`src/rtl/mul_dispatch.sv`:
```
// Operand FIFO feeding a Booth multiplier: resets, starts and waits on the multiplier per job,
// returns products through a ready/valid port and abandons jobs that exceed a cycle budget.
module mul_dispatch #(
    parameter int unsigned DEPTH   = 4,
    parameter int unsigned TIMEOUT = 40
) (
    input  logic                   clk,
    input  logic                   reset,
    input  logic                   in_valid,
    output logic                   in_ready,
    input  logic [7:0]             in_a,
    input  logic [7:0]             in_b,
    output logic                   mul_reset,
    output logic                   mul_start,
    output logic [7:0]             mul_multiplier,
    output logic [7:0]             mul_multiplicand,
    input  logic [16:0]            mul_product,
    input  logic                   mul_done,
    output logic                   res_valid,
    input  logic                   res_ready,
    output logic [16:0]            res_product,
    output logic                   err_timeout,
    output logic [$clog2(DEPTH):0] pending
);

    localparam int unsigned AW = $clog2(DEPTH);
    localparam int unsigned CW = $clog2(TIMEOUT + 1);

    typedef enum logic [2:0] {StIdle, StMrst, StIssue, StWait, StHold} state_e;

    state_e        state_q, state_d;
    logic [15:0]   mem_q [DEPTH];
    logic [AW-1:0] wr_ptr_q, rd_ptr_q;
    logic [AW:0]   count_q, count_d;
    logic [7:0]    op_a_q, op_a_d, op_b_q, op_b_d;
    logic [CW-1:0] cnt_q, cnt_d;
    logic          res_valid_q, res_valid_d;
    logic [16:0]   res_product_q, res_product_d;
    logic          err_q, err_d;
    logic          push, pop, full, empty;

    assign full     = (count_q == (AW + 1)'(DEPTH));
    assign empty    = (count_q == '0);
    assign in_ready = !reset && !full;
    assign push     = in_valid && in_ready;

    always_comb begin
        count_d = count_q;
        case ({push, pop})
            2'b10:   count_d = count_q + 1'b1;
            2'b01:   count_d = count_q - 1'b1;
            default: count_d = count_q;
        endcase
    end

    always_comb begin
        state_d       = state_q;
        pop           = 1'b0;
        op_a_d        = op_a_q;
        op_b_d        = op_b_q;
        cnt_d         = cnt_q;
        res_valid_d   = res_valid_q;
        res_product_d = res_product_q;
        err_d         = err_q;
        mul_start     = 1'b0;
        unique case (state_q)
            StIdle: begin
                if (!empty && !res_valid_q) begin
                    pop     = 1'b1;
                    state_d = StMrst;
                end
            end
            StMrst: state_d = StIssue;
            StIssue: begin
                mul_start = 1'b1;
                cnt_d     = '0;
                state_d   = StWait;
            end
            StWait: begin
                mul_start = 1'b1;
                cnt_d     = cnt_q + 1'b1;
                if (mul_done) begin
                    res_product_d = mul_product;
                    res_valid_d   = 1'b1;
                    state_d       = StHold;
                // The ISSUE cycle is the first of the TIMEOUT start cycles.
                end else if (cnt_d == CW'(TIMEOUT - 1)) begin
                    err_d = 1'b1;
                    if (!empty) begin
                        pop     = 1'b1;
                        state_d = StMrst;
                    end else begin
                        state_d = StIdle;
                    end
                end
            end
            StHold: begin
                if (res_valid_q && res_ready) begin
                    res_valid_d = 1'b0;
                    state_d     = StIdle;
                end
            end
            default: state_d = StIdle;
        endcase
        if (pop) begin
            op_a_d = mem_q[rd_ptr_q][15:8];
            op_b_d = mem_q[rd_ptr_q][7:0];
        end
    end

    always_ff @(posedge clk) begin
        if (push) begin
            mem_q[wr_ptr_q] <= {in_a, in_b};
        end
    end

    always_ff @(posedge clk) begin
        if (reset) begin
            state_q       <= StIdle;
            wr_ptr_q      <= '0;
            rd_ptr_q      <= '0;
            count_q       <= '0;
            op_a_q        <= '0;
            op_b_q        <= '0;
            cnt_q         <= '0;
            res_valid_q   <= 1'b0;
            res_product_q <= '0;
            err_q         <= 1'b0;
        end else begin
            state_q       <= state_d;
            wr_ptr_q      <= push ? wr_ptr_q + 1'b1 : wr_ptr_q;
            rd_ptr_q      <= pop ? rd_ptr_q + 1'b1 : rd_ptr_q;
            count_q       <= count_d;
            op_a_q        <= op_a_d;
            op_b_q        <= op_b_d;
            cnt_q         <= cnt_d;
            res_valid_q   <= res_valid_d;
            res_product_q <= res_product_d;
            err_q         <= err_d;
        end
    end

    assign mul_reset        = reset || (state_q == StMrst);
    assign mul_multiplier   = op_a_q;
    assign mul_multiplicand = op_b_q;
    assign res_valid        = res_valid_q;
    assign res_product      = res_product_q;
    assign err_timeout      = err_q;
    assign pending          = count_q;

endmodule

```
`config.mk`:
```
export PLATFORM = sky130hd
export DESIGN_NAME = mul_dispatch
export DESIGN_NICKNAME = d
export VERILOG_FILES = /design/src/rtl/mul_dispatch.sv
export SDC_FILE = /design/constraint.sdc
export NUM_CORES = 1
export LEC_CHECK = 0
export ABC_AREA = 0
export BUFFER_PORTS_ARGS = -buffer_cell sky130_fd_sc_hd__clkbuf_2
export CAP_MARGIN = 20
export CELL_PAD_IN_SITES_DETAIL_PLACEMENT = 1
export CELL_PAD_IN_SITES_GLOBAL_PLACEMENT = 1
export CORE_MARGIN = 1
export CORE_UTILIZATION = 40
export DETAILED_ROUTE_END_ITERATION = 12
export PLACE_DENSITY = 0.69
export SETUP_SLACK_MARGIN = 0.1
export SYNTH_ARGS = -nofsm -noshare
export SYNTH_HDL_FRONTEND = slang
export SYNTH_SLANG_ARGS = --single-unit
```
`constraint.sdc`:
```
create_clock -name clk -period 7 [get_ports clk]
set_input_delay 0.35 -clock clk [delete_from_list [all_inputs] [get_ports clk]]
set_output_delay 0.35 -clock clk [all_outputs]
set_load 0.005 [all_outputs]
```
==> impl_metrics.yaml <==
routing:
  dr.max_layer_used: "met4"
  final_antenna_net_count: 0
  wl_per_cell_um: 17.2
  vias: 2950
  drt_iter0_drc: 107
  drt-met1-wl_um: 4320
  met2WireLength_um: 5350
  drt_wl_total_um: 10200
  drc: 0
  firstDrtPassIters: 4
  wl_met3_um: 356
  via_per_inst: 4.98
grt:
  grtUsageTotal_pct: 18.4
  antenna_found_initial: 0
  grt_pass1_wl_um: 15600
  gr-total-overflow: 0
  grt_max_degree: 70
  grt_pass1_vias: 3011
finish:
  drive_above_1_share_pct: 29.6
  layout_commonest_cell: "clkbuf_2"
  final_cell_mix: "clkbuf_2 (78), edfxtp_1 (64), dfxtp_1 (51)"
  finalInstanceArea_um2: 5740
  final_net_count: 482
  fill_cells: 1203
  area_growth_pct: 23.3
  fin_cells: 592
  diodes: 0
clocking:
  postCtsHoldBufs: 0
  clock-sinks: 115
  postCtsSetupRepairBufs: 0
  cts_buffers: 17
  root_buffer: "clkbuf_16"
  cts_max_path_buffers: 2
  cts.htree.levels: 4
  cts_resized: 0
  clock_latency_ns: 0.42
  cts_tree: "built"
  clkTransAtPathRegs_ns: 0.06
placement:
  dp_cells: 560
  numPortBuffers: 78
  dp_hpwl_um: 6520
  placed_area_um2: 5140
  gp_congestion: 0.800
timing:
  setup_viol: 0
  worst_pin_slew_ns: 0.985
  hold_violations: 0
  fin_setup_tns_ns: 0
  period_minus_slack_ns: 2.92
  report.final.slew_viol_count: 0
  slew_headroom_pct: 34.3
  rsz0062_at_grt: "false"
  fmax_ghz: 0.342
  finalCritPeriodShare_pct: 41.8
  finalClockSkew_ns: 0.00810
synthesis:
  synth-seq-cells: 115
  synth_top_family_by_area: "simple AND/OR/NAND/NOR gates"
  synth_warnings: 0
  synth_compound_area_share_pct: 5.78
  synthCells: 355
  synth_fa_ha_area_share_pct: 2.31
  synth.distinct_cells: 43
  synth_simple_gate_area_share_pct: 12.6
  syn_area_per_cell_um2: 13.1
  synth-xor-area-share_pct: 1.13
  syn-num-nets: 401
  ys.flop_type: "edfxtp_1"
  ys_async_sr_fraction_pct: 0
  synth_edf_count: 64
  synth.area.mux_share_pct: 11.7
  synth_area_um2: 4650
  seq_area_frac_synth_pct: 63.2
job:
  max-cap-violations: 0
setup_path:
  arrival_ns: 3.26
  cp-start-kind: "flip-flop"
  critical_path_class: "flip-flop to flip-flop"
  endpoint_kind: "flip-flop"
  crit_fanout: 18
  path_cells: "ha_1 > xnor2_1 > nor3b_1 > o211a_1 > a21oi_2 > buf_4 > inv_1 > ha_1 > inv_1 > fa_1 > xor2_1 > or3_1 > a21oi_1"
  path_buf_inv: 3
  critical_path_required_ns: 7.34
  max_stage_delay_ns: 0.40
  cpMaxStageDelayCell: "dfxtp_1"
  crit_family: "adder cells"
power:
  ir_worst_vdd_v: 0.000274
  leakage_nw: 2.20
  p_total_mw: 2.19
  power_density_nw_per_um2: 382
die:
  boundaryPins: 79
  rows: 39
  dieWidth_um: 110
  start_util_pct: 40.9
  die_height_um: 110
  dieArea_um2: 12100
  core_area_um2: 11400
outcome:
  outcome: "finished, final reports clean"
worst_hold_path:
  hp-class: "input port to flip-flop"
-- Yosys cell counts (2+ instances only) --
cell type  number  area, um2
nand2b_1       36        225
a211oi_1        2       15.0
nand2_1        43        161
and3_1          5       31.3
xor2_1          4       35.0
nand3_1         3       15.0
nor2_1         13       48.8
and2_1          2       12.5
mux2i_1        16        160
a31oi_1         2       12.5
mux2_2          2       22.5
a21oi_1        29        145
buf_2           6       30.0
nor3_1          5       25.0
inv_1          12       45.0
dfxtp_1        51       1020
clkbuf_1        9       33.8
buf_4           2       15.0
o21ai_0         3       15.0
mux4_2         16        360
edfxtp_1       64       1920
o31ai_1         2       15.0
xnor2_1         2       17.5
ha_1            7       87.6
-- metrics by stage --
stage | worst slack, ns | utilization, % | hold WS (ns)
global route | 3.85 | 50.5 | 0.133
detailed placement | 4.09 | 45.2 | 0.449
CTS | 4.08 | 50.5 | 0.128
finish | 4.08 | 50.5 | 0.147
floorplan | 4.32 | - | 0.446
global placement | 4.22 | 45.2 | 0.442
-- report_power, final --
part / internal, mW / switching [mW] / total [mW]
clock network: 0.561 / 0.317 / 0.879
registers: 0.795 / 0.0646 / 0.860
logic: 0.216 / 0.241 / 0.457
total: 1.57 / 0.623 / 2.19
-- registers in the layout, summed over array words and instances (netlist names) --
signal	cells
mem_q	64
cnt_q	6
mul_multiplier	8
res_product	17
res_valid	1
state_q	3
pending	3
wr_ptr_q	2
err_timeout	1
mul_multiplicand	8
rd_ptr_q	2
-- layer usage --
| metal | track usage, % | vias up |
|---|---|---|
| met5 | 0 | - |
| met4 | 8.57 | 0 |
| met3 | 6.22 | 12 |
| met2 | 30.9 | 46 |
| met1 | 21.2 | 1458 |
| li1 | - | 1434 |
-- cell type report --
| type | instances | area, um2 | area share (%) |
|---|---|---|---|
| Sequential cell | 115 | 2940 | 51.3 |
| Multi-Input combinational cell | 209 | 1560 | 27.1 |
| Clock buffer | 17 | 425 | 7.41 |
| Timing Repair Buffer | 81 | 413 | 7.19 |
| Tap cell | 143 | 179 | 3.12 |
| Clock inverter | 15 | 178 | 3.10 |
| Inverter | 12 | 45.0 | 0.785 |
-- worst paths after layout --
path,end,start,slack [ns],depth (start not counted)
worst max-delay path,pending[2]$_SDFFE_PP0P_,cnt_q[1]$_SDFFE_PP0P_,4.08,13
worst min-delay path,mem_q[2][15]$_DFFE_PP_,in_a[7],0.15,1
worst max register to register,pending[2]$_SDFFE_PP0P_,cnt_q[1]$_SDFFE_PP0P_,4.08,13
worst min register to register,res_product[9]$_SDFFE_PP0P_,res_product[9]$_SDFFE_PP0P_,0.46,2
-- logic make-up after synthesis --
| group | count (synthesis) |
|---|---|
| compound gates | 46 |
| xor+xnor | 6 |
| fa+ha+maj | 8 |
| buf+inv | 31 |
| flops | 115 |
| mux | 34 |
| simple gates | 115 |
No activity file was read; power rests on OpenSTA's default activity.
